===== config.mk =====
export PLATFORM = sky130hd
export DESIGN_NAME = fc_mvm_par
export DESIGN_NICKNAME = d
export VERILOG_FILES = /design/src/rtl/fc_mvm_par.sv
export SDC_FILE = /design/constraint.sdc
export NUM_CORES = 2
export LEC_CHECK = 0
export BUFFER_PORTS_ARGS = -buffer_cell sky130_fd_sc_hd__buf_2
export CAP_MARGIN = 20
export CELL_PAD_IN_SITES_DETAIL_PLACEMENT = 1
export CELL_PAD_IN_SITES_GLOBAL_PLACEMENT = 1
export CORE_MARGIN = 4
export CORE_UTILIZATION = 50
export CTS_CLUSTER_SIZE = 12
export DETAILED_ROUTE_END_ITERATION = 10
export PLACE_DENSITY_LB_ADDON = 0.1
export SYNTH_ARGS = -nofsm -noshare
export SYNTH_HDL_FRONTEND = slang
export SYNTH_SLANG_ARGS = --single-unit

===== constraint.sdc =====
create_clock -name clk -period 12.1 [get_ports clk]
set_clock_uncertainty 0.1 [all_clocks]
set_input_delay 1.21 -clock clk [delete_from_list [all_inputs] [get_ports clk]]
set_output_delay 1.21 -clock clk [all_outputs]
set_load 0.01 [all_outputs]

===== src/rtl/fc_mvm_par.sv =====
// Fully-connected layer y = W*x with P parallel MAC lanes, weights held on chip.
// Optional FC_RELU_EN macro clamps negative saturated results to zero.
module fc_mvm_par #(
  parameter int M = 8,
  parameter int N = 8,
  parameter int T = 16,
  parameter int P = 2
) (
  input  logic                clk,
  input  logic                reset,
  input  logic                w_valid,
  output logic                w_ready,
  input  logic signed [T-1:0] w_data,
  input  logic                input_valid,
  output logic                input_ready,
  input  logic signed [T-1:0] input_data,
  output logic                output_valid,
  input  logic                output_ready,
  output logic signed [T-1:0] output_data
);

  localparam int AW = 2 * T + $clog2(N);
  localparam int RW = (M > 1) ? $clog2(M) : 1;
  localparam int CW = (N > 1) ? $clog2(N) : 1;
  localparam int KW = $clog2(N + 1);
  localparam int LW = (P > 1) ? $clog2(P) : 1;

  generate
    if ((M % P) != 0) begin : g_bad_lanes
      $error("fc_mvm_par: M must be a multiple of P");
    end
  endgenerate

  typedef enum logic [1:0] {LOAD_W, LOAD_X, COMPUTE, DRAIN} state_t;

  state_t              state;
  logic signed [T-1:0] w_mem [M][N];
  logic signed [T-1:0] x_mem [N];
  logic [RW-1:0]       wrow;
  logic [RW-1:0]       base;
  logic [CW-1:0]       wcol;
  logic [CW-1:0]       xcnt;
  logic [KW-1:0]       cnt;
  logic [LW-1:0]       lane;
  logic signed [T-1:0]    wr [P];
  logic signed [T-1:0]    xr;
  logic signed [2*T-1:0]  prod [P];
  logic signed [AW-1:0]   acc [P];
  logic signed [AW-1:0]   acc_next [P];
  logic                w_fire;
  logic                x_fire;

  assign w_fire = (state == LOAD_W) && w_valid && w_ready;
  assign x_fire = (state == LOAD_X) && input_valid && input_ready;

  // Clamp to the signed T-bit range; ReLU only exists when enabled.
  function automatic logic signed [T-1:0] sat(input logic signed [AW-1:0] a);
    logic signed [AW-1:0] hi;
    logic signed [AW-1:0] lo;
    logic signed [T-1:0]  r;
    hi = {{(AW - T + 1){1'b0}}, {(T - 1){1'b1}}};
    lo = {{(AW - T + 1){1'b1}}, {(T - 1){1'b0}}};
    if (a > hi) r = hi[T-1:0];
    else if (a < lo) r = lo[T-1:0];
    else r = a[T-1:0];
`ifdef FC_RELU_EN
    if (r[T-1]) r = '0;
`endif
    return r;
  endfunction

  always_ff @(posedge clk) begin
    if (!reset && w_fire) w_mem[wrow][wcol] <= w_data;
    if (!reset && x_fire) x_mem[xcnt] <= input_data;
  end

  // Operand fetch for the current column; the first COMPUTE cycle only reads.
  always_ff @(posedge clk) begin
    if (reset) begin
      for (int k = 0; k < P; k++) wr[k] <= '0;
      xr <= '0;
    end else if (state == COMPUTE) begin
      for (int k = 0; k < P; k++) wr[k] <= w_mem[base + RW'(k)][cnt[CW-1:0]];
      xr <= x_mem[cnt[CW-1:0]];
    end
  end

  always_comb begin
    for (int k = 0; k < P; k++) begin
      prod[k]     = (2 * T)'(wr[k]) * (2 * T)'(xr);
      acc_next[k] = acc[k] + AW'(prod[k]);
    end
  end

  always_ff @(posedge clk) begin
    if (reset) begin
      state        <= LOAD_W;
      w_ready      <= 1'b1;
      input_ready  <= 1'b0;
      output_valid <= 1'b0;
      output_data  <= '0;
      wrow         <= '0;
      wcol         <= '0;
      xcnt         <= '0;
      cnt          <= '0;
      base         <= '0;
      lane         <= '0;
      for (int k = 0; k < P; k++) acc[k] <= '0;
    end else begin
      case (state)
        LOAD_W: begin
          if (w_fire) begin
            if (wcol == CW'(N - 1)) begin
              wcol <= '0;
              if (wrow == RW'(M - 1)) begin
                wrow        <= '0;
                state       <= LOAD_X;
                w_ready     <= 1'b0;
                input_ready <= 1'b1;
              end else begin
                wrow <= wrow + RW'(1);
              end
            end else begin
              wcol <= wcol + CW'(1);
            end
          end
        end
        LOAD_X: begin
          if (x_fire) begin
            if (xcnt == CW'(N - 1)) begin
              xcnt        <= '0;
              cnt         <= '0;
              base        <= '0;
              input_ready <= 1'b0;
              state       <= COMPUTE;
            end else begin
              xcnt <= xcnt + CW'(1);
            end
          end
        end
        COMPUTE: begin
          for (int k = 0; k < P; k++) acc[k] <= (cnt == '0) ? '0 : acc_next[k];
          if (cnt == KW'(N)) begin
            state        <= DRAIN;
            lane         <= '0;
            output_valid <= 1'b1;
            output_data  <= sat(acc_next[0]);
          end else begin
            cnt <= cnt + KW'(1);
          end
        end
        DRAIN: begin
          if (output_valid && output_ready) begin
            if (lane == LW'(P - 1)) begin
              output_valid <= 1'b0;
              cnt          <= '0;
              if (base == RW'(M - P)) begin
                state       <= LOAD_X;
                input_ready <= 1'b1;
              end else begin
                base  <= base + RW'(P);
                state <= COMPUTE;
              end
            end else begin
              lane        <= lane + LW'(1);
              output_data <= sat(acc[lane + LW'(1)]);
            end
          end
        end
        default: state <= LOAD_W;
      endcase
    end
  end

endmodule

Word-level counts from Yosys, hierarchy flattened:

Memory sizes are Yosys's and may differ from the RTL's. A register that Yosys moved wholly into a read port is not among the register bits.
Cells that the tools add are included.

* add/sub/neg operators: 9
* $mul: 2
* magnitude comparators: 7
* equal/unequal tests: 20
* mux-type cells: 75
* bitwise operators: 6
* reduce and logical (&&, ||, !) cells: 26

Operators by type and width (number)
* two-way mux 16 bit: 14
* two-way mux 35 bit: 4
* two-way mux 128 bit: 1
* binary-select mux 16 bit (select 3 bit): 2
* adder 35 x 32 -> 35 bit: 2
* > comparator 35 x 16 -> 1 bit (second input constant): 2
* less-than comparator 35 x 16 -> 1 bit (second input constant): 2
* multiplier 16 x 16 -> 32 bit: 2
* demux 16 bit (select 3 bit): 1
* one-hot mux 16 bit (2 select lines): 1
* two-way mux 3 bit: 10
* two-way mux 1 bit: 22
* two-way mux 4 bit: 5
* two-way mux 2 bit: 9
* inequality test 2 bit (second input constant): 8
* adder 3 x 1 -> 3 bit (second input constant): 4
* equality test 3 bit (second input constant): 4
* one-hot mux 4 bit (3 select lines): 1
* AND reduction 4 bit: 3
* AND reduction 6 bit: 2
* AND reduction 9 bit: 1
* greater-or-equal comparator 4 bit (second input constant): 2
* logical AND 1 bit: 8
* inequality test 2 x 1 -> 1 bit (second input constant): 4
* 21 further kinds: 31

* flip-flop bits (word level): 38
* RAM bits: 1254
* input bits: 37
* output and inout port bits: 19
* logic and storage cells: 160
* memories kept: 4

Memories
* w_mem: words 8, bits a word 128, rd ports 2, clocked after Yosys merged registers in 1, wr ports 1, line 37 `logic signed [T-1:0] w_mem [M][N];`
* x_mem: words 8, bits a word 16, rd ports 1, clocked after Yosys merged registers in 1, wr ports 1, line 38 `logic signed [T-1:0] x_mem [N];`
* acc: words 2, bits a word 35, rd ports 3, clocked after Yosys merged registers in 0, wr ports 2, line 48 `logic signed [AW-1:0] acc [P];`
* wr: words 2, bits a word 16, rd ports 2, clocked after Yosys merged registers in 0, wr ports 2, line 45 `logic signed [T-1:0] wr [P];`

Logic depth before layout (Yosys ltp):

An unclocked memory read counts as a cell.

* word-level depth: 8
* mapped depth: 27
* depth with buffers taken out: 25

Worst setup path before layout:

No wires, ideal clock.

* path type: reg2reg
* from: memory wr[0][15]
* to: register output_data[3]
* library setup time: 145 ps
* arrival: 6984 ps
* required time: 11855 ps
* setup slack: 4871 ps
* cell stages (with the launch flop): 25
* path buffers: 2
* clock period less this slack: 7229 ps
* path through: edfxtp_1 > clkbuf_1 > nand2_1 > inv_1 > fa_1 > fa_1 > fa_1 > fa_1 > fa_1 > inv_1 > fa_1 > inv_1 > ha_1 > buf_2 > a21oi_2 > o21ai_1 > a2111oi_2 > a21oi_1 > xor2_1 > or4_1 > nor4_1 > nand4_1 > and2_4 > o21ai_2 > a311oi_2

RTL lines
* start: declaration: line 45
* end signal: assignment: line 147 `output_data <= sat(acc_next[0]);`
* end signal: assignment: line 166 `output_data <= sat(acc[lane + LW'(1)]);`
* end: declaration: line 19 `output logic signed [T-1:0] output_data`

==> results.toml <==
[global_routing]
grt-ovfl-total = 0
busiest_layer = "met2"
antenna_found_initial = 15
grt_max_degree = 128
grt_pass1_vias = 51400
grtUsageMet3_pct = 4.87
met1_usage_pct = 37.8
track_usage_pct = 28.5
grt_pass1_wl_mm = 351
use_met2_pct = 48.5

[clock_network]
holdBufCountCts = 0
cts.repair.resized = 0
postCtsSetupRepairBufs = 0
cts.htree.levels = 4
cts_tree = "yes"
clockBufferDepth = 3
clock_latency_ps = 790
cts_buffers = 143
clkTransAtPathRegs_ps = 60
cts.sinks = 1311
cts_root_buffer = "clkbuf_16"

[layout]
final_util_pct = 55.2
num-nets-final = 6070
syn_to_final_growth_pct = 9.50
fillCellCount = 14800
final_layout_size_suffix_gt1_share_pct = 22.3
fin_cells = 7458
regArea_mm2 = 0.0388
multi_input_area_mm2 = 0.0391
stdcell_area_mm2 = 0.0889

[setup_path]
crit_path_start = "wr[0][15]"
start_kind = "flop"
r2r_slack_ps = 3910
arrival_ps = 8700
worstPathMaxFanout = 16
cp-endpoint = "output_data[14]"
critPathKind = "flop to flop"
endpoint_kind = "flop"
required_ps = 12600
reg2reg_from = "wr[0][15]"
rr_endpoint = "output_data[14]"
worst-r2r-cell-count = 22

[logic_synthesis]
synth_nets = 6047
yosysTopAreaCell = "edfxtp_1"
ys_top_cells_by_area = "edfxtp_1 (46%), mux4_2 (20%), fa_1 (15%), ha_1 (3.4%), inv_1 (3.0%)"
yosysWarnings = 0
synth_edf_count = 1254
synth_area_per_cell_um2 = 15.7
async_flop_share_pct = 0
netlist_top_cells_count = "edfxtp_1 (1254), mux4_2 (704), inv_1 (647)"
netlist-cell-type-count = 83
syn_inst = 5172
netlist_area_mm2 = 0.0812
yosysMostFrequentCell = "edfxtp_1"
synth_top_area_share_pct = 46.4
yosysSeqAreaShare_pct = 47.8
ys_seq_elements = 1311
ys.flop_type = "edfxtp_1"

[sta]
setup_viol = 0
fin_ws_ps = 3910
slew-limit-headroom_pct = 29.8
grt_setup_unrepaired = "no"
report.final.slew_viol_count = 0
finalCritPeriodShare_pct = 67.7
fin_crit_ps = 8190
max_freq_mhz = 122
tightest_slew_ps = 1050
setup_tns_ps = 0
final_hold_viol_count = 0

[floorplan]
coreArea_mm2 = 0.161
die_h_um = 411
die_w_um = 411
die_area_mm2 = 0.169
initial_core_util_pct = 50.4
row_count = 147
io_pins = 56

[power_and_ir_drop]
p_clk_share_pct = 44.1
peakVddDrop_v = 0.000145
swShare_pct = 21.6
seqPwrFrac_pct = 53.6
p_per_area_mw_per_mm2 = 106
internal-power_mw = 7.36
switchingPower_mw = 2.03
combPwrFrac_pct = 2.2
total_leakage_power_nw = 31.4

[routing]
firstDrtPassIters = 6
drc = 0
ant_nets = 0
via_count = 46400
first_iter_violations = 4217
wire_per_inst_um = 31.4
viasPerCell = 6.23
wirelength_mm = 234

[place]
gp_congestion = 0.858
place_hpwl_mm = 158
pre_cts_ws_ps = 3870
portBuffers = 55
dp_cells = 7198
dpl_cell_area_mm2 = 0.0843

[min_path]
min_path_type = "flop to flop"

[status]
outcome = "finished clean"

[job]
drv_cap = 0
==> per-layer routing <==
metal  wire, um  vias up
met2     118000     1757
met3      15400      371
li1           -    19100
met4       8210       14
met1      92400    25200
met5        103        -
==> cell type report <==
class                           count  area share [%]
Inverter                          647            2.73
Multi-Input combinational cell   2921            44.0
Clock buffer                      190            4.38
Clock inverter                     51           0.528
Sequential cell                  1311            43.7
Antenna cell                        7          0.0197
Timing Repair Buffer              171            1.58
Tap cell                         2160            3.04
==> registers in the layout, indices dropped and copies added, names as in the netlist, 2 cells and up, named ones only <==
name / count
base: 3
output_data: 16
wr: 32
x_mem: 128
wcol: 3
cnt: 4
acc: 70
xr: 16
wrow: 3
xcnt: 3
w_mem: 1024
state: 2
==> cell usage in the layout, fill, tap and decap left out, types with 45 or more instances in the layout <==
cell and n:
edfxtp_1 1254, mux4_2 704, inv_1 647, fa_1 620, nand2_1 336, and2_1 253
ha_1 217, clkbuf_16 146, nor2_1 125, buf_4 96, a21oi_1 74, buf_2 55
dfxtp_1 50, o21ai_0 46, nor2_2 45
==> power by group through the flow <==
stage               Sequential, mW  Clock (mW)  Combinational [mW]
finish                        5.04        4.14               0.211
global route                  5.04        4.45               0.233
CTS                           5.04        4.23               0.204
detailed placement            5.13           0               0.203
global placement              5.13           0               0.195
floorplan                     5.10           0               0.105
==> worst max-delay path, cell delays in order (launching register included) <==
cell and delay, ps:
edfxtp_1 730, nand2_1 240, inv_1 130, fa_1 520, fa_1 890, fa_1 530
fa_1 530, fa_1 490, inv_1 50, fa_1 480, inv_1 40, ha_1 400
a211oi_1 300, nor2_1 110, a2111oi_0 560, o311ai_1 170, a41oi_1 220, a311oi_1 110
nor4_1 400, nand4_1 410, and2_4 360, o21ai_1 140, a311oi_1 110
==> worst min-delay path by stage <==
| stage | start | to | slack (ps) | cells after the start |
|---|---|---|---|---|
| 6_report | output_data[15] | output_data[15] | 360 | 2 |
| 5_1_grt | output_data[15] | output_data[15] | 380 | 2 |
| 4_1_cts | output_data[15] | output_data[15] | 360 | 2 |
| 3_5_place_dp | output_data[15] | output_data[15] | 350 | 2 |
| 3_3_place_gp | output_data[15] | output_data[15] | 360 | 2 |
| 2_1_floorplan | output_data[15] | output_data[15] | 380 | 2 |
==> logic make-up (layout without fill, tap and decap cells) <==
group,count (synthesis),count (layout),synth area share (%)
AOI/OAI and AO/OA,285,285,2.35
other,0,7,0
buffers and inverters,940,1059,4.39
adders and majority gates,838,838,18.7
muxes,740,740,20.0
DFF,1311,1311,47.8
xor gates and xnor gates,70,70,0.765
and+or+nand+nor,988,988,6.04
==> per-stage QoR <==
| step | total power, mW | hold slack [ps] |
|---|---|---|
| 6_report | 9.39 | 358 |
| 5_1_grt | 9.72 | 378 |
| 4_1_cts | 9.47 | 358 |
| 3_5_place_dp | 5.34 | 351 |
| 3_3_place_gp | 5.33 | 357 |
| 2_1_floorplan | 5.20 | 376 |
Power figures use the tool's default switching activity.
